**src/rtl/grf_wb_sched_pkg.sv**
```systemverilog
// Shared widths and the write-back request record used by the GRF write scheduler.
package grf_pkg;
  localparam int REG_AW = 5;
  localparam int DATA_W = 32;
  localparam int NREG   = 32;

  typedef struct packed {
    logic [REG_AW-1:0] addr;
    logic [DATA_W-1:0] data;
    logic [DATA_W-1:0] pc;
  } wb_req_t;
endpackage

```
**src/rtl/grf_wb_sched_if.sv**
```systemverilog
// Bundle of the pipeline, MDU, D-stage read and GRF write-port signals of the scheduler.
interface grf_wb_sched_if;
  import grf_pkg::*;

  logic              pipe_we;
  logic [REG_AW-1:0] pipe_addr;
  logic [DATA_W-1:0] pipe_data;
  logic [DATA_W-1:0] pipe_pc;

  logic              mdu_issue;
  logic [REG_AW-1:0] mdu_issue_addr;
  logic              mdu_done_valid;
  logic              mdu_done_ready;
  logic [REG_AW-1:0] mdu_done_addr;
  logic [DATA_W-1:0] mdu_done_data;
  logic [DATA_W-1:0] mdu_done_pc;

  logic [REG_AW-1:0] rd_addr1;
  logic [REG_AW-1:0] rd_addr2;
  logic              stall;

  logic              grf_we;
  logic [REG_AW-1:0] grf_waddr;
  logic [DATA_W-1:0] grf_wdata;
  logic [DATA_W-1:0] grf_wpc;
  logic [NREG-1:0]   busy_mask;

  // Producer side: pipeline, MDU and decode stage.
  modport master (
    output pipe_we, pipe_addr, pipe_data, pipe_pc,
    output mdu_issue, mdu_issue_addr,
    output mdu_done_valid, mdu_done_addr, mdu_done_data, mdu_done_pc,
    output rd_addr1, rd_addr2,
    input  mdu_done_ready, stall,
    input  grf_we, grf_waddr, grf_wdata, grf_wpc, busy_mask
  );

  // Scheduler side.
  modport slave (
    input  pipe_we, pipe_addr, pipe_data, pipe_pc,
    input  mdu_issue, mdu_issue_addr,
    input  mdu_done_valid, mdu_done_addr, mdu_done_data, mdu_done_pc,
    input  rd_addr1, rd_addr2,
    output mdu_done_ready, stall,
    output grf_we, grf_waddr, grf_wdata, grf_wpc, busy_mask
  );
endinterface

```
**src/rtl/grf_wb_sched_fifo.sv**
```systemverilog
// Small synchronous FIFO of write-back requests; head is visible combinationally.
module wb_fifo
  import grf_pkg::*;
#(
  parameter  int DEPTH = 2,
  localparam int CW    = $clog2(DEPTH + 1),
  localparam int PW    = (DEPTH > 1) ? $clog2(DEPTH) : 1
) (
  input  logic          clk,
  input  logic          Reset,
  input  logic          push,
  input  logic          pop,
  input  wb_req_t       push_req,
  output wb_req_t       head,
  output logic          full,
  output logic          empty,
  output logic [CW-1:0] count
);
  wb_req_t       mem [DEPTH];
  logic [PW-1:0] wr_ptr_q, wr_ptr_d;
  logic [PW-1:0] rd_ptr_q, rd_ptr_d;
  logic [CW-1:0] count_q, count_d;
  logic          push_ok, pop_ok;

  // Pointers wrap explicitly so non-power-of-two depths work.
  function automatic logic [PW-1:0] ptr_inc(input logic [PW-1:0] p);
    return (p == PW'(DEPTH - 1)) ? '0 : p + PW'(1);
  endfunction

  assign full  = (count_q == CW'(DEPTH));
  assign empty = (count_q == '0);
  assign count = count_q;
  assign head  = mem[rd_ptr_q];

  // Next-state for pointers and occupancy; requests beyond capacity are ignored.
  always_comb begin
    push_ok  = push && !full;
    pop_ok   = pop && !empty;
    wr_ptr_d = push_ok ? ptr_inc(wr_ptr_q) : wr_ptr_q;
    rd_ptr_d = pop_ok ? ptr_inc(rd_ptr_q) : rd_ptr_q;
    count_d  = count_q;
    if (push_ok && !pop_ok) count_d = count_q + CW'(1);
    if (pop_ok && !push_ok) count_d = count_q - CW'(1);
  end

  // Control state register.
  always_ff @(posedge clk) begin
    if (Reset) begin
      wr_ptr_q <= '0;
      rd_ptr_q <= '0;
      count_q  <= '0;
    end else begin
      wr_ptr_q <= wr_ptr_d;
      rd_ptr_q <= rd_ptr_d;
      count_q  <= count_d;
    end
  end

  // Storage array; contents need no reset since occupancy gates every read.
  always_ff @(posedge clk) begin
    if (push_ok) mem[wr_ptr_q] <= push_req;
  end
endmodule

```
**src/rtl/grf_wb_sched.sv**
```systemverilog
// GRF write-port scheduler: pipeline write-back first, queued MDU results fill idle
// cycles, and a busy scoreboard stalls decode on registers with results outstanding.
module grf_wb_sched
  import grf_pkg::*;
#(
  parameter int DEPTH = 2
) (
  input logic          clk,
  input logic          Reset,
  grf_wb_sched_if.slave bus
);
  localparam int CW = $clog2(DEPTH + 1);

  wb_req_t           push_req, head;
  logic              fifo_full, fifo_empty, fifo_push, fifo_pop;
  logic [CW-1:0]     fifo_count;
  logic              pipe_sel;

  logic              we_q, we_d;
  logic [REG_AW-1:0] waddr_q, waddr_d;
  logic [DATA_W-1:0] wdata_q, wdata_d;
  logic [DATA_W-1:0] wpc_q, wpc_d;
  logic [NREG-1:0]   busy_q, busy_d;

  wb_fifo #(.DEPTH(DEPTH)) u_fifo (
    .clk      (clk),
    .Reset    (Reset),
    .push     (fifo_push),
    .pop      (fifo_pop),
    .push_req (push_req),
    .head     (head),
    .full     (fifo_full),
    .empty    (fifo_empty),
    .count    (fifo_count)
  );

  // Ready comes from registered occupancy, so a full queue refuses even when popping.
  assign bus.mdu_done_ready = (fifo_count < CW'(DEPTH));

  // Port arbitration, output register next-state and scoreboard update.
  always_comb begin
    push_req  = '{addr: bus.mdu_done_addr, data: bus.mdu_done_data, pc: bus.mdu_done_pc};
    pipe_sel  = bus.pipe_we && (bus.pipe_addr != '0);
    fifo_pop  = !pipe_sel && !fifo_empty;
    fifo_push = bus.mdu_done_valid && !fifo_full;
    we_d      = 1'b0;
    waddr_d   = '0;
    wdata_d   = '0;
    wpc_d     = '0;
    busy_d    = busy_q;
    if (pipe_sel) begin
      we_d    = 1'b1;
      waddr_d = bus.pipe_addr;
      wdata_d = bus.pipe_data;
      wpc_d   = bus.pipe_pc;
    end else if (fifo_pop) begin
      // Results for $0 are drained without a write.
      we_d    = (head.addr != '0);
      waddr_d = head.addr;
      wdata_d = head.data;
      wpc_d   = head.pc;
      if (head.addr != '0) busy_d[head.addr] = 1'b0;
    end
    // A new issue to the same register outranks the clear of its older result.
    if (bus.mdu_issue && (bus.mdu_issue_addr != '0)) busy_d[bus.mdu_issue_addr] = 1'b1;
  end

  // Decode hazard check; busy[0] is never set, the explicit guards keep $0 obvious.
  always_comb begin
    bus.stall = ((bus.rd_addr1 != '0) && busy_q[bus.rd_addr1]) ||
                ((bus.rd_addr2 != '0) && busy_q[bus.rd_addr2]) ||
                (bus.mdu_issue && (bus.mdu_issue_addr != '0) && busy_q[bus.mdu_issue_addr]);
  end

  // Registered write port and scoreboard.
  always_ff @(posedge clk) begin
    if (Reset) begin
      we_q    <= 1'b0;
      waddr_q <= '0;
      wdata_q <= '0;
      wpc_q   <= '0;
      busy_q  <= '0;
    end else begin
      we_q    <= we_d;
      waddr_q <= waddr_d;
      wdata_q <= wdata_d;
      wpc_q   <= wpc_d;
      busy_q  <= busy_d;
    end
  end

  assign bus.grf_we    = we_q;
  assign bus.grf_waddr = waddr_q;
  assign bus.grf_wdata = wdata_q;
  assign bus.grf_wpc   = wpc_q;
  assign bus.busy_mask = busy_q;
endmodule

```
**src/flat_wrapper.sv**
```systemverilog
// flat-port wrapper written by rule: the top's interface ports become plain ports
module grf_wb_sched_flat import grf_pkg::*;
#(
  parameter int DEPTH = 2
)
  (clk, Reset, bus_pipe_we, bus_pipe_addr, bus_pipe_data, bus_pipe_pc, bus_mdu_issue, bus_mdu_issue_addr, bus_mdu_done_valid, bus_mdu_done_addr, bus_mdu_done_data, bus_mdu_done_pc, bus_rd_addr1, bus_rd_addr2, bus_mdu_done_ready, bus_stall, bus_grf_we, bus_grf_waddr, bus_grf_wdata, bus_grf_wpc, bus_busy_mask);
  grf_wb_sched_if bus_i ();
  input logic clk;
  input logic Reset;
  input wire logic [$bits(bus_i.pipe_we)-1:0] bus_pipe_we;
  input wire logic [$bits(bus_i.pipe_addr)-1:0] bus_pipe_addr;
  input wire logic [$bits(bus_i.pipe_data)-1:0] bus_pipe_data;
  input wire logic [$bits(bus_i.pipe_pc)-1:0] bus_pipe_pc;
  input wire logic [$bits(bus_i.mdu_issue)-1:0] bus_mdu_issue;
  input wire logic [$bits(bus_i.mdu_issue_addr)-1:0] bus_mdu_issue_addr;
  input wire logic [$bits(bus_i.mdu_done_valid)-1:0] bus_mdu_done_valid;
  input wire logic [$bits(bus_i.mdu_done_addr)-1:0] bus_mdu_done_addr;
  input wire logic [$bits(bus_i.mdu_done_data)-1:0] bus_mdu_done_data;
  input wire logic [$bits(bus_i.mdu_done_pc)-1:0] bus_mdu_done_pc;
  input wire logic [$bits(bus_i.rd_addr1)-1:0] bus_rd_addr1;
  input wire logic [$bits(bus_i.rd_addr2)-1:0] bus_rd_addr2;
  output wire logic [$bits(bus_i.mdu_done_ready)-1:0] bus_mdu_done_ready;
  output wire logic [$bits(bus_i.stall)-1:0] bus_stall;
  output wire logic [$bits(bus_i.grf_we)-1:0] bus_grf_we;
  output wire logic [$bits(bus_i.grf_waddr)-1:0] bus_grf_waddr;
  output wire logic [$bits(bus_i.grf_wdata)-1:0] bus_grf_wdata;
  output wire logic [$bits(bus_i.grf_wpc)-1:0] bus_grf_wpc;
  output wire logic [$bits(bus_i.busy_mask)-1:0] bus_busy_mask;
  assign bus_i.pipe_we = bus_pipe_we;
  assign bus_i.pipe_addr = bus_pipe_addr;
  assign bus_i.pipe_data = bus_pipe_data;
  assign bus_i.pipe_pc = bus_pipe_pc;
  assign bus_i.mdu_issue = bus_mdu_issue;
  assign bus_i.mdu_issue_addr = bus_mdu_issue_addr;
  assign bus_i.mdu_done_valid = bus_mdu_done_valid;
  assign bus_i.mdu_done_addr = bus_mdu_done_addr;
  assign bus_i.mdu_done_data = bus_mdu_done_data;
  assign bus_i.mdu_done_pc = bus_mdu_done_pc;
  assign bus_i.rd_addr1 = bus_rd_addr1;
  assign bus_i.rd_addr2 = bus_rd_addr2;
  assign bus_mdu_done_ready = bus_i.mdu_done_ready;
  assign bus_stall = bus_i.stall;
  assign bus_grf_we = bus_i.grf_we;
  assign bus_grf_waddr = bus_i.grf_waddr;
  assign bus_grf_wdata = bus_i.grf_wdata;
  assign bus_grf_wpc = bus_i.grf_wpc;
  assign bus_busy_mask = bus_i.busy_mask;
  grf_wb_sched #(.DEPTH(DEPTH)) u_core (.clk(clk), .Reset(Reset), .bus(bus_i));
endmodule
```
**config.mk**
```make
export PLATFORM = sky130hd
export DESIGN_NAME = grf_wb_sched_flat
export DESIGN_NICKNAME = d
export VERILOG_FILES = /design/src/rtl/grf_wb_sched_pkg.sv /design/src/rtl/grf_wb_sched_if.sv /design/src/rtl/grf_wb_sched_fifo.sv /design/src/rtl/grf_wb_sched.sv /design/src/flat_wrapper.sv
export SDC_FILE = /design/constraint.sdc
export NUM_CORES = 1
export LEC_CHECK = 0
export CORE_ASPECT_RATIO = 0.8
export CORE_MARGIN = 10
export CORE_UTILIZATION = 49
export CTS_CLUSTER_DIAMETER = 80
export CTS_CLUSTER_SIZE = 28
export DETAILED_ROUTE_END_ITERATION = 10
export GPL_TIMING_DRIVEN = 0
export HOLD_SLACK_MARGIN = 0.08
export PLACE_DENSITY = 0.85
export SLEW_MARGIN = 20
export SYNTH_ARGS = -nofsm -noshare
export SYNTH_HDL_FRONTEND = slang
export SYNTH_HIERARCHICAL = 1
export SYNTH_SLANG_ARGS = --single-unit
```
**constraint.sdc**
```tcl
create_clock -name clk -period 3.91 [get_ports clk]
set_input_delay 0.782 -clock clk [delete_from_list [all_inputs] [get_ports clk]]
set_output_delay 0.782 -clock clk [all_outputs]
set_load 0.02 [all_outputs]
```
### Word-level counts from Yosys, hierarchy flattened

Memories as Yosys holds them, arrays and structs flattened. A register that Yosys moved wholly into a read port is not among the register bits.
Cells that the tools add are included.

| storage, ports and cells | value |
|---|---|
| bits in registers | 106 |
| latch bits | 0 |
| RAM bits | 138 |
| memory bits (read-only) | 0 |
| input port bits | 158 |
| output and inout port bits | 104 |
| logic and storage cells | 81 |
| memories kept | 1 |

Memories:

| name | words | bits a word | read ports | clocked after memory_dff | write ports | RTL line | RTL |
|---|---|---|---|---|---|---|---|
| u_core.u_fifo.mem | 2 | 69 | 1 | 1 | 1 | grf_wb_sched_fifo.sv:19 | `wb_req_t mem [DEPTH];` |

| operators by class | value |
|---|---|
| $add $sub $neg | 4 |
| multipliers | 0 |
| div/mod/pow operators | 0 |
| order comparisons | 7 |
| equality and inequality tests | 1 |
| shift operators | 0 |
| mux-type cells | 30 |
| bitwise operators | 3 |
| reduce and logical (&&, ||, !) cells | 27 |

Operators by type and width:

| operator | count |
|---|---|
| 2-to-1 mux 32 bit | 8 |
| AND 32 bit | 1 |
| inverter 32 bit | 1 |
| OR 32 bit | 1 |
| nonzero test 5 bit | 5 |
| less-than comparator 5 x 6 -> 1 bit (second input constant) | 4 |
| binary-select mux 1 bit (select 5 bit) | 3 |
| logical AND 1 bit | 13 |
| 2-to-1 mux 1 bit | 13 |
| demux 1 bit (select 5 bit) | 2 |
| greater-or-equal comparator 5 x 1 -> 1 bit (second input constant) | 2 |
| 2-to-1 mux 5 bit | 2 |
| zero test 1 bit | 5 |
| 2-to-1 mux 2 bit | 2 |
| adder 1 bit (second input constant) | 2 |
| adder 2 x 1 -> 2 bit (second input constant) | 1 |
| == test 2 bit (second input constant) | 1 |
| zero test 2 bit | 1 |
| logical OR 1 bit | 2 |
| less-than comparator 2 bit (second input constant) | 1 |
| nonzero test 2 bit | 1 |
| subtractor 2 x 1 -> 2 bit (second input constant) | 1 |

### Logic depth before layout (Yosys ltp)

Gate-level depths: netlist (run 1).

| depth | value |
|---|---|
| word-level depth | 11 |
| gate-level depth with buffers | 9 |
| mapped depth without buffers | 8 |

### Hierarchy

The synthesis (run 1) kept the hierarchy.

By module, submodules not included:

| module | instances | cells each | area an instance (µm²) | seq. area each (µm²) |
|---|---|---|---|---|
| wb_fifo | 1 | 241 | 5190.0 | 4244.1 |
| grf_wb_sched | 1 | 570 | 4768.3 | 2042.0 |

### Worst setup path before layout (run 1)

No wires, ideal clock.

| path | value |
|---|---|
| path type | input port to output port |
| start | input port bus_rd_addr2[1] |
| end | output port bus_stall |
| arrival | 2.487 ns |
| data required time | 3.128 ns |
| path slack | 0.641 ns |
| stages on the path | 6 |
| buffers on the path | 1 |
| cells stage by stage | buf_2 -> mux4_2 -> nor3b_1 -> o21ai_0 -> nand4_1 -> or4_1 |

| between the ends | value |
|---|---|
| cells in the longest elaborated chain, start to end | 5 |
| elaborated cells between the ends (all ways) | 6 |
| those cells by class | mux: 2; reduce/logical: 4 |

Ends and longest elaborated chain:

| what | RTL line | RTL |
|---|---|---|
| start: declaration | flat_wrapper.sv:21 | `input wire logic [$bits(bus_i.rd_addr2)-1:0] bus_rd_addr2;` |
| binary-select mux 1 bit (select 5 bit) | grf_wb_sched.sv:71 | `((bus.rd_addr2 != '0) && busy_q[bus.rd_addr2]) \|\|` |
| 2-to-1 mux 1 bit (not written as such) | grf_wb_sched.sv:71 |  |
| logical AND 1 bit * | grf_wb_sched.sv:71 |  |
| logical OR 1 bit * | grf_wb_sched.sv:70 | `bus.stall = ((bus.rd_addr1 != '0) && busy_q[bus.rd_addr1]) \|\|` |
| logical OR 1 bit * | grf_wb_sched.sv:71 |  |
| end: declaration | flat_wrapper.sv:23 | `output wire logic [$bits(bus_i.stall)-1:0] bus_stall;` |

Mark *: on every way between the ends. The rest lies on a longest branch, timed or not. The select of a mux whose other input is x is not followed.

### Worst setup path after layout (run 1)

| path | value |
|---|---|
| start | input port bus_rd_addr1[1] |
| end | output port bus_stall |

| between the ends | value |
|---|---|
| cells in the longest elaborated chain, start to end | 5 |
| elaborated cells between the ends (all ways) | 6 |
| those cells by class | mux: 2; reduce/logical: 4 |

Ends and longest elaborated chain:

| what | RTL line | RTL |
|---|---|---|
| start: declaration | flat_wrapper.sv:20 | `input wire logic [$bits(bus_i.rd_addr1)-1:0] bus_rd_addr1;` |
| binary-select mux 1 bit (select 5 bit) | grf_wb_sched.sv:70 |  |
| 2-to-1 mux 1 bit (not written as such) | grf_wb_sched.sv:70 |  |
| logical AND 1 bit * | grf_wb_sched.sv:70 |  |
| logical OR 1 bit * | grf_wb_sched.sv:70 |  |
| logical OR 1 bit * | grf_wb_sched.sv:71 |  |

Marked as above.

==> key figures, run 1 <==
Synthesis
  – FF+latch count, synth: 245
  – Synth area leader: edfxtp_1
  – Register area share after synthesis: 0.6312
  – Synthesized net count: 970
  – Cell Area, Synth: 9958 sq um
  – Synth top area share: 0.4161
  – Ys async rst share: 0
  – Main area contributors after synthesis: edfxtp_1 (42%), dfxtp_1 (22%), mux2_2 (7.9%)
  – Most frequent cell after synthesis: edfxtp_1
  – Yosys warning total: 6
  – Gate Count Post-Synth: 811
  – Synth Area per Inst: 12.28 sq um
  – Post-synth top cells: edfxtp_1 (138), a21oi_1 (109), dfxtp_1 (107)
  – Post-synth EDFFs: 138
  – Synth unique cells: 46
  – Synth Flop Type: edfxtp_1

Status
  – Status: finished, final reports clean

Die
  – Core area: 19910 sq um
  – Die width: 179.4 microns
  – Die height: 147.5 microns
  – Initial cell density of the core: 0.5001
  – # IOs: 262
  – Row cnt: 46
  – DIE AREA: 26460 sq um

Detailed routing
  – Drt total wl: 29.09 mm
  – DR vias/cell: 5.545
  – Top routing layer in use: met5
  – DR pass1 iterations: 5
  – Met2 wire length: 13.98 mm
  – Met1 wire length: 11.47 mm
  – Number of DRC markers in iteration 0: 515
  – Detailed-route DRC error count: 0
  – WL/cell: 21.50 microns
  – Final ANT Viol Nets: 0
  – Routed length on met3: 3.239 mm
  – Vias: 7503

Hold path
  – Hold Crit Start: u_core/u_fifo/wr_ptr_q$_SDFFE_PP0P_
  – Worst hold path class: reg -> reg
  – Cells on Worst Hold Path: 2
  – Hold Path End: u_core/u_fifo/wr_ptr_q$_SDFFE_PP0P_

Power
  – P_leak: 4.823 nW
  – Total power per unit cell area: 480.2 nW/um^2
  – Maximum VDD drop: 0.4889 mV

Timing
  – RSZ-0062 raised after global routing: no
  – Final setup fails: 0
  – Final setup TNS: 0 ns
  – Clock Skew: 0.01846 ns
  – Period utilisation layout: 0.9784
  – Max Clk Rate: 261.4 MHz
  – Final hold vios: 0
  – Crit path time final: 3.826 ns
  – Actual slew at the worst max-slew pin: 0.7439 ns
  – Max-slew violation count: 0
  – Relative slew slack: 0.5041

Cells and area
  – Layout Nets: 1241
  – Layout cells sized above 1: 0.1158
  – Area delta synth->final: 33.33%
  – Fin util: 0.6668
  – Fin cells: 1353

Clock network
  – Clock latency at the later pin of the worst-skew pair: 0.48 ns
  – Clock sink count: 245
  – Clock transition at the registers of the reported paths: 0.10 ns
  – Clock H-tree levels: 1
  – CTS tree: built
  – TritonCTS Buffers: 12
  – Clk root buf: clkbuf_16
  – Post-CTS setup buffer count: 0
  – Max Buffers Root-to-Sink: 3

Global routing
  – First-pass GRT wire length: 43.23 mm
  – Vias in the first global route: 7691
  – Largest net degree at the start of global routing: 45
  – Global route total overflow: 0
  – Initial antenna violation count: 2
  – GRT Total Usage: 0.2093

Worst setup path
  – Crit-path max FO: 10
  – WP data arrival: 3.04 ns
  – Critical path type: in -> out
  – CP endpoint kind: output port
  – Reg2Reg Setup Slack: 1.45 ns
  – Worst Setup Start Kind: input port
  – Required @ worst endpoint: 3.13 ns
  – FF-to-FF End: u_core/bus.busy_mask[24]$_SDFF_PP0_
  – R2r worst-path depth: 7

Flow run
  – Max Cap Violations: 0

Placed design
  – Post-Place Cells: 1332
  – Gpl congestion: 0.8916
  – I/O Buffers: 255
  – DP Wirelength: 21.79 mm
==> layer usage <==
metal  up-vias  track usage
li1       3516            -
met1      3636       0.2506
met2       323       0.3530
met3        26      0.07841
met4         2      0.04175
met5         -            0
==> what timing repair did <==
action                     CTS  global route
hold buffers                 0             0
pin swaps                    0             0
gates resized for setup      9             5
setup endpoints to repair    1             1
==> where the power goes <==
| part | switching (mW) | leakage, nW | internal, mW |
|---|---|---|---|
| sequential | 0.0968 | 2.16 | 3.13 |
| clock | 0.770 | 0.177 | 0.641 |
| combinational | 0.967 | 2.48 | 0.770 |
| total | 1.83 | 4.82 | 4.54 |
==> worst max-delay path by stage <==
stage                               start                                 end  slack, ns  depth (start not counted)
finish                    bus_rd_addr1[1]                           bus_stall       0.08                          7
global route              bus_rd_addr1[1]                           bus_stall      0.009                          7
CTS                 bus_mdu_issue_addr[0]                           bus_stall      0.008                          8
detailed placement  bus_mdu_issue_addr[1]                           bus_stall      -0.51                          8
global placement       bus_mdu_done_valid  u_core/u_fifo/mem[1][54]$_DFFE_PP_      -0.65                          3
floorplan                 bus_rd_addr2[1]                           bus_stall       0.64                          6
==> sequential cells by signal, indices dropped and copies added, names as in the netlist, named ones only <==
signal,cells
u_core/u_fifo/mem,138
u_core/bus.busy_mask,32
u_core/bus.grf_wdata,32
u_core/bus.grf_wpc,32
u_core/bus.grf_waddr,5
u_core/u_fifo/count,2
u_core/bus.grf_we,1
u_core/u_fifo/rd_ptr_q,1
u_core/u_fifo/wr_ptr_q,1
==> layout by cell type (no fill, tap or decap), types with 3 or more instances in the layout <==
cell type,synthesis,routed
clkdlybuf4s50_1,0,252
edfxtp_1,138,138
a21oi_1,109,109
dfxtp_1,107,107
nor2_1,82,81
mux2_2,70,70
and3_1,65,64
nand2_1,45,45
clkbuf_1,34,36
o21ai_0,36,36
buf_2,13,15
mux2i_1,14,14
clkbuf_16,0,13
mux4_2,12,12
nand3_1,8,8
nor2b_1,7,7
nand2b_1,6,6
mux4_1,5,5
nand4b_1,5,5
nand4_1,5,5
inv_1,5,4
nor3_1,3,3
buf_4,3,3
buf_1,4,3
or3_1,3,3
==> worst max-delay path, stage by stage <==
cell	delay [ns]
clkdlybuf4s50_1	0.54
buf_2	0.26
mux4_2	0.33
o211ai_1	0.21
nand4_1	0.09
or4_1	0.49
dlygate4sd2_1	0.34
==> logic make-up (layout without fill, tap and decap cells) <==
kind of cell,Yosys count,count (layout),synth area share
AO/OA/AOI/OAI,161,161,0.08519
XOR/XNOR,3,3,0.002639
adder cells (fa/ha/maj),1,1,0.001256
buffers and inverters,61,338,0.02651
flip-flops,245,245,0.6312
multiplexers,101,101,0.1336
other,0,1,0
AND/OR/NAND/NOR,239,239,0.1196
==> metrics by stage <==
stage / total power, mW / cell area, sq um / hold slack, ns / setup slack, ns
finish: 6.376 / 13280 / 0.5142 / 0.08448
global route: 6.646 / 13280 / 0.5270 / 0.009054
CTS: 6.417 / 13280 / 0.5121 / 0.007968
detailed placement: 5.031 / 12900 / 0.4943 / -0.5077
global placement: 4.968 / 12840 / 0.4663 / -0.6499
floorplan: 4.274 / 9958 / 0.4518 / 0.6411
==> cell type report <==
cell class | count | area, sq um
buffer | 55 | 255.2
tap | 264 | 330.3
inverter | 6 | 25.02
antenna | 1 | 2.502
multi-input combinational | 505 | 3416
fill | 1525 | 6636
sequential | 245 | 6286
clock buffer | 19 | 357.8
clock inverter | 1 | 5.005
timing repair buffer | 257 | 2600
(Power assumes the default switching activity.)
==> run 2: changes to the inputs <==
Settings changed: CAP_MARGIN set to 25, GPL_TIMING_DRIVEN 0 to unset.
==> run 2 against run 1 <==
Critical path depth grew 3. First-iteration DRC count up 22%. Critical path type unchanged. Non-clock buffer count is 19 lower. Sequential share of layout area decreased by 0.30 points. Sequential power is essentially flat. Hold slack got worse by 0.016 ns. Setup slack better by 0.056 ns. Routed wire length grew 0.78%. Clock power grew 8%. Count of clock-buffer cells in the layout down 1. Maximum frequency increased by 1.5%. Highest routed layer is now met4. Largest cell class unchanged. Design area increased by 0.70%.
==> key figures, run 2 (synthesized netlist as in run 1, its figures left out) <==
Detailed routing
  – DR pass1 iterations: 5 (unchanged)
  – Detailed-route DRC error count: 0 (unchanged)
  – Vias: 7493 (was 7503)
  – DR vias/cell: 5.604 (was 5.545)
  – Final ANT Viol Nets: 0 (unchanged)
  – Drt total wl: 29.31 mm (was 29.09 mm)
  – Number of DRC markers in iteration 0: 626 (was 515)
  – WL/cell: 21.92 microns (was 21.50 microns)

Power
  – Switching share of power: 0.2893 (was 0.2877)
  – Clock power share: 0.237 (was 0.221)
  – Total power per unit cell area: 481.5 nW/um^2 (was 480.2 nW/um^2)
  – Int Power: 4.575 mW (was 4.542 mW)
  – Combinational power share: 0.259 (was 0.272)
  – Sequential power share: 0.505 (was 0.506)
  – Sw power: 1.862 mW (was 1.834 mW)
  – Maximum VDD drop: 0.4113 mV (was 0.4889 mV)
  – P_leak: 4.897 nW (was 4.823 nW)

Timing
  – Max Clk Rate: 265.3 MHz (was 261.4 MHz)
  – Period utilisation layout: 0.9641 (was 0.9784)
  – Final setup fails: 0 (unchanged)
  – Clock Skew: 0.02589 ns (was 0.01846 ns)
  – Final setup TNS: 0 ns (unchanged)
  – Crit path time final: 3.770 ns (was 3.826 ns)
  – Final hold vios: 0 (unchanged)
  – Setup ws final: 0.1403 ns (was 0.08448 ns)
  – Max-slew violation count: 0 (unchanged)
  – Actual slew at the worst max-slew pin: 0.7613 ns (was 0.7439 ns)
  – Relative slew slack: 0.4924 (was 0.5041)
  – RSZ-0062 raised after global routing: no (unchanged)

Clock network
  – TritonCTS Buffers: 13 (was 12)
  – Clock H-tree levels: 1 (unchanged)
  – Clk root buf: clkbuf_16 (unchanged)
  – Max Buffers Root-to-Sink: 3 (unchanged)
  – Clock transition at the registers of the reported paths: 0.10 ns (about the same)
  – Hold Buf Count CTS: 0 (unchanged)
  – CTS tree: built (unchanged)
  – Clock latency at the later pin of the worst-skew pair: 0.49 ns (was 0.48 ns)
  – Post-CTS setup buffer count: 0 (unchanged)
  – Clock sink count: 245 (unchanged)
  – CTS resizes: 5 (was 9)

Flow run
  – Max Cap Violations: 0 (unchanged)

Worst setup path
  – Critical path's slowest cell: or4_1 (was clkdlybuf4s50_1)
  – WP data arrival: 2.99 ns (was 3.04 ns)
  – Critical path type: in -> out (unchanged)
  – Largest delay contributor family on the critical path: buffers and inverters (unchanged)
  – Reg2Reg Setup Slack: 1.61 ns (was 1.45 ns)
  – Crit-path max FO: 6 (was 10)
  – R2r worst-path depth: 5 (was 7)
  – Crit path buf inv count: 5 (was 3)
  – Top cell by count, worst path: buf_4
  – Max incr delay on CP: 0.44 ns (was 0.54 ns)
  – Crit path cell chain: clkdlybuf4s50_1, buf_4, buf_4, buf_4, nor3_1, a211oi_1, o21ai_0, o21ai_0, or4_1, clkdlybuf4s15_2 (was clkdlybuf4s50_1, buf_2, mux4_2, o211ai_1, nand4_1, or4_1, dlygate4sd2_1)
  – Worst Setup Start Kind: input port (unchanged)
  – Required @ worst endpoint: 3.13 ns (about the same)
  – FF-to-FF End: u_core/bus.busy_mask[8]$_SDFF_PP0_ (was u_core/bus.busy_mask[24]$_SDFF_PP0_)
  – CP endpoint kind: output port (unchanged)

Die
  – # IOs: 262 (unchanged)
  – Core area: 19910 sq um (unchanged)
  – Initial cell density of the core: 0.5001 (unchanged)
  – Die height: 147.5 microns (unchanged)
  – DIE AREA: 26460 sq um (unchanged)
  – Die width: 179.4 microns (unchanged)
  – Row cnt: 46 (unchanged)

Cells and area
  – Most frequent cells in the layout: clkdlybuf4s50_1 (255), edfxtp_1 (138), a21oi_1 (109), dfxtp_1 (106), nor2_1 (82) (was clkdlybuf4s50_1 (252), edfxtp_1 (138), a21oi_1 (109), dfxtp_1 (107), nor2_1 (81))
  – Area delta synth->final: 34.26% (was 33.33%)
  – Area of the multi-input gates: 3426 sq um (was 3416 sq um)
  – Layout Nets: 1223 (was 1241)
  – Fin util: 0.6714 (was 0.6668)
  – FF+latch area: 6290 sq um (was 6286 sq um)
  – Biggest register: u_core/u_fifo/mem (unchanged)
  – Layout cells sized above 1: 0.1326 (was 0.1158)
  – Number of flip-flops in the largest register: 138 (unchanged)
  – Post-route cell area: 13370 sq um (was 13280 sq um)
  – Layout fillers: 1494 (was 1525)
  – Most common cell after layout, fill and taps aside: clkdlybuf4s50_1 (unchanged)

Hold path
  – Worst hold path class: reg -> reg (unchanged)
  – Hold Path End: u_core/u_fifo/wr_ptr_q$_SDFFE_PP0P_ (unchanged)
  – Cells on Worst Hold Path: 2 (unchanged)
  – Hold Crit Start: u_core/u_fifo/wr_ptr_q$_SDFFE_PP0P_ (unchanged)

Placed design
  – Gpl congestion: 0.9638 (was 0.8916)
  – DP Wirelength: 20.81 mm (was 21.79 mm)
  – Placed cell areas: 12940 sq um (was 12900 sq um)
  – I/O Buffers: 261 (was 255)
  – Dpl ws: -0.4220 ns (was -0.5077 ns)

Global routing
  – Initial antenna violation count: 2 (unchanged)
  – Global route total overflow: 0 (unchanged)
  – GRT Total Usage: 0.2115 (was 0.2093)
  – Vias in the first global route: 7613 (was 7691)
  – Largest net degree at the start of global routing: 67 (was 45)
  – First-pass GRT wire length: 43.64 mm (was 43.23 mm)

Status
  – Status: finished, final reports clean (unchanged)
run 2: cell types whose count changed in the layout (fill, tap and decap cells not counted), sizes merged:
cell,change
dlygate4sd2,-1
buf,+9
clkdlybuf4s50,+3
diode,+1
inv,+3
dlymetal6s2s,+3
clkdlybuf4s15,+1
clkbuf,-35
run 2: layout make-up:
type	instances	share of cell area
Sequential cell	245	0.4704
Multi-Input combinational cell	505	0.2562
Timing Repair Buffer	293	0.2159
Clock buffer	18	0.02733
Tap cell	264	0.02471
Clock inverter	4	0.003275
Inverter	6	0.001778
Antenna cell	2	0.0003743
run 2: routing by layer:
layer  wire length, microns  share of wire  global-route usage
met4                    969          0.033             0.07041
met5                      0              0                   0
met1                  11370           0.39              0.2562
met3                   3527           0.12             0.08478
met2                  13450           0.46              0.3363
run 2: worst max path at each step:
stage	startpoint	endpoint	slack [ns]	depth (start not counted)
final	bus_rd_addr1[1]	bus_stall	0.14	10
after global routing	bus_mdu_issue_addr[0]	bus_stall	0.05	8
after CTS	bus_rd_addr2[0]	bus_stall	0.01	7
after detailed placement	bus_mdu_issue_addr[0]	bus_stall	-0.42	8
after global placement	bus_mdu_issue_addr[0]	bus_stall	-0.39	8
after floorplan	bus_rd_addr2[1]	bus_stall	0.64	6
run 2: power groups by stage:
stage	combinational, mW	clock [mW]	sequential, mW
3_5_place_dp	1.67	0	3.31
4_1_cts	1.68	1.56	3.25
5_1_grt	1.81	1.64	3.28
6_report	1.66	1.52	3.25
3_3_place_gp	1.64	0	3.29
2_1_floorplan	0.875	0	3.40
run 2: tightest hold or removal path, delay by kind of cell, from the launching register on:
family	cells	cell delay, ns
AOI/OAI and AO/OA	2	0.13
DFF	1	0.33
run 2: through the flow:
stage | cells | hold WS (ns) | power [mW]
after global routing | 1336 | 0.5224 | 6.733
after detailed placement | 1313 | 0.4820 | 4.983
final | 1337 | 0.4987 | 6.437
after CTS | 1335 | 0.4975 | 6.499
after global placement | 1313 | 0.4773 | 4.926
after floorplan | 811 | 0.4518 | 4.274
==> run 3: changes to the inputs <==
Settings changed: CORE_MARGIN 10 to 5.
==> run 3 against run 2 <==
Count of clock-buffer cells in the layout fell by 2. Die area fell by 12%. Design area fell by 0.27%. Via count fell by 0.44%. Final cell count fell by 0.22%. Combinational power barely moved. Maximum frequency fell by 1.3%. First-iteration DRC count rose by 15%. Core utilization fell by 0.18 points. Critical endpoint unchanged.
==> key figures, run 3 (synthesized netlist as in run 1, its figures left out) <==
Detailed routing
  – Drt total wl: 27.18 mm (was 29.31 mm)
  – Number of DRC markers in iteration 0: 717 (was 626)
  – DR pass1 iterations: 7 (was 5)
  – Detailed-route DRC error count: 0 (unchanged)
  – Final ANT Viol Nets: 0 (unchanged)
  – WL/cell: 20.37 microns (was 21.92 microns)
  – Vias: 7460 (was 7493)
  – DR vias/cell: 5.592 (was 5.604)

Global routing
  – First-pass GRT wire length: 41.04 mm (was 43.64 mm)
  – Initial antenna violation count: 2 (unchanged)
  – Vias in the first global route: 7508 (was 7613)
  – Largest net degree at the start of global routing: 73 (was 67)
  – GRT Total Usage: 0.2248 (was 0.2115)
  – Global route total overflow: 0 (unchanged)

Worst setup path
  – WP data arrival: 3.04 ns (was 2.99 ns)
  – Reg2Reg Setup Slack: 1.59 ns (was 1.61 ns)
  – Worst Setup Start Kind: input port (unchanged)
  – Critical path type: in -> out (unchanged)
  – Required @ worst endpoint: 3.13 ns (about the same)
  – R2r startpoint: u_core/u_fifo/count[0]$_SDFFE_PP0P_
  – FF-to-FF End: u_core/u_fifo/mem[0][3]$_DFFE_PP_ (was u_core/bus.busy_mask[8]$_SDFF_PP0_)
  – CP endpoint kind: output port (unchanged)
  – Crit-path max FO: 9 (was 6)
  – R2r worst-path depth: 7 (was 5)

Timing
  – Final setup TNS: 0 ns (unchanged)
  – Clock Skew: 0.01260 ns (was 0.02589 ns)
  – Relative slew slack: 0.4783 (was 0.4924)
  – Setup ws final: 0.09125 ns (was 0.1403 ns)
  – Max-slew violation count: 0 (unchanged)
  – Actual slew at the worst max-slew pin: 0.7825 ns (was 0.7613 ns)
  – Period utilisation layout: 0.9767 (was 0.9641)
  – Final hold vios: 0 (unchanged)
  – RSZ-0062 raised after global routing: no (unchanged)
  – Crit path time final: 3.819 ns (was 3.770 ns)
  – Max Clk Rate: 261.9 MHz (was 265.3 MHz)
  – Final setup fails: 0 (unchanged)
  – WHS: 0.5075 ns (was 0.4987 ns)

Cells and area
  – Layout Nets: 1221 (was 1223)
  – Layout fillers: 1512 (was 1494)
  – Area delta synth->final: 33.90% (was 34.26%)
  – Most common cell after layout, fill and taps aside: clkdlybuf4s50_1 (unchanged)
  – Most frequent cells in the layout: clkdlybuf4s50_1 (256), edfxtp_1 (138), a21oi_1 (109), dfxtp_1 (106), nor2_1 (82) (was clkdlybuf4s50_1 (255), edfxtp_1 (138), a21oi_1 (109), dfxtp_1 (106), nor2_1 (82))
  – Number of flip-flops in the largest register: 138 (unchanged)
  – Post-route cell area: 13330 sq um (was 13370 sq um)
  – Biggest register: u_core/u_fifo/mem (unchanged)
  – Layout cells sized above 1: 0.1319 (was 0.1326)

Clock network
  – Clock latency at the later pin of the worst-skew pair: 0.48 ns (was 0.49 ns)
  – Clk root buf: clkbuf_16 (unchanged)
  – TritonCTS Buffers: 13 (unchanged)
  – Max Buffers Root-to-Sink: 3 (unchanged)
  – Hold Buf Count CTS: 0 (unchanged)
  – Post-CTS setup buffer count: 0 (unchanged)
  – CTS tree: built (unchanged)
  – Clock H-tree levels: 1 (unchanged)
  – Clock transition at the registers of the reported paths: 0.11 ns (was 0.10 ns)
  – Clock sink count: 245 (unchanged)

Placed design
  – Dpl ws: -0.4322 ns (was -0.4220 ns)
  – DP Wirelength: 19.17 mm (was 20.81 mm)
  – Placed cell areas: 12930 sq um (was 12940 sq um)
  – I/O Buffers: 261 (unchanged)
  – Gpl congestion: 0.9413 (was 0.9638)

Die
  – Die height: 137.5 microns (was 147.5 microns)
  – Die width: 169.4 microns (was 179.4 microns)
  – Core area: 19910 sq um (unchanged)
  – Initial cell density of the core: 0.5001 (unchanged)
  – # IOs: 262 (unchanged)
  – Row cnt: 46 (unchanged)
  – DIE AREA: 23290 sq um (was 26460 sq um)

Hold path
  – Cells on Worst Hold Path: 1 (was 2)
  – Hold Crit Start: u_core/bus.busy_mask[0]$_SDFF_PP0_ (was u_core/u_fifo/wr_ptr_q$_SDFFE_PP0P_)
  – Worst hold path class: reg -> reg (unchanged)
  – Hold Path End: u_core/bus.busy_mask[0]$_SDFF_PP0_ (was u_core/u_fifo/wr_ptr_q$_SDFFE_PP0P_)

Power
  – Total power per unit cell area: 476.4 nW/um^2 (was 481.5 nW/um^2)
  – Maximum VDD drop: 0.4256 mV (was 0.4113 mV)
  – P_leak: 4.867 nW (was 4.897 nW)

Status
  – Status: finished, final reports clean (unchanged)

Flow run
  – Max Cap Violations: 0 (unchanged)
-- run 3: changes by cell type in the layout (fill, tap and decap cells not counted) --
cell             previous run  this run
clkdlybuf4s15_1             0         1
buf_4                      30        28
clkdlybuf4s50_1           255       256
inv_4                       1         0
inv_8                       0         1
clkbuf_1                    4         3
clkinv_2                    1         2
inv_16                      1         0
clkinvlp_2                  0         1
diode_2                     2         1
dlygate4sd2_1               1         0
dlymetal6s2s_1              3         2
clkinv_8                    0         1
clkbuf_16                  14        13
-- run 3: layout make-up --
class | count | area [sq um] | area share
timing repair buffer | 291 | 2870 | 0.2153
sequential | 245 | 6290 | 0.4717
clock buffer | 16 | 336.6 | 0.02524
clock inverter | 6 | 55.05 | 0.004129
inverter | 6 | 23.77 | 0.001783
multi-input combinational | 505 | 3426 | 0.2569
tap | 264 | 330.3 | 0.02477
antenna | 1 | 2.502 | 0.0001877
-- run 3: through the flow --
step                      utilization  std cells  total power, mW
after floorplan                     -        811            4.274
after global placement         0.6493       1311            4.913
after detailed placement       0.6493       1311            4.962
after CTS                      0.6689       1333            6.416
after global routing           0.6696       1334            6.663
final                          0.6696       1334            6.353
-- run 3: where the power goes --
part / switching [mW] / internal [mW]
combinational: 0.895 / 0.754
clock: 0.813 / 0.644
sequential: 0.115 / 3.13
-- run 3: how the worst max path moves through the flow --
stage / endpoint / slack, ns / start
2_1_floorplan: bus_stall / 0.64 / bus_rd_addr2[1]
3_3_place_gp: bus_stall / -0.44 / bus_mdu_issue_addr[0]
3_5_place_dp: bus_stall / -0.43 / bus_mdu_issue_addr[0]
4_1_cts: bus_stall / 0.04 / bus_rd_addr2[0]
5_1_grt: bus_stall / 0.008 / bus_rd_addr2[1]
6_report: bus_stall / 0.09 / bus_rd_addr2[1]
-- run 3: metal layers --
layer | up-vias | global-route usage | wire (microns)
met5 | - | 0 | 7
met4 | 2 | 0.05498 | 664
met3 | 55 | 0.06454 | 2852
met2 | 391 | 0.3768 | 12690
met1 | 3528 | 0.2917 | 10960
li1 | 3484 | - | -
-- run 3: critical path, cell delays in order --
cell	delay [ns]
clkdlybuf4s50_1	0.53
buf_6	0.17
mux4_2	0.50
mux2i_1	0.13
o311ai_0	0.15
or4_1	0.50
clkdlybuf4s15_2	0.27
-- run 3: repair_timing --
item                       CTS  global route
gates resized for setup      4             4
setup endpoints to repair    1             1
gates cloned                 0             0
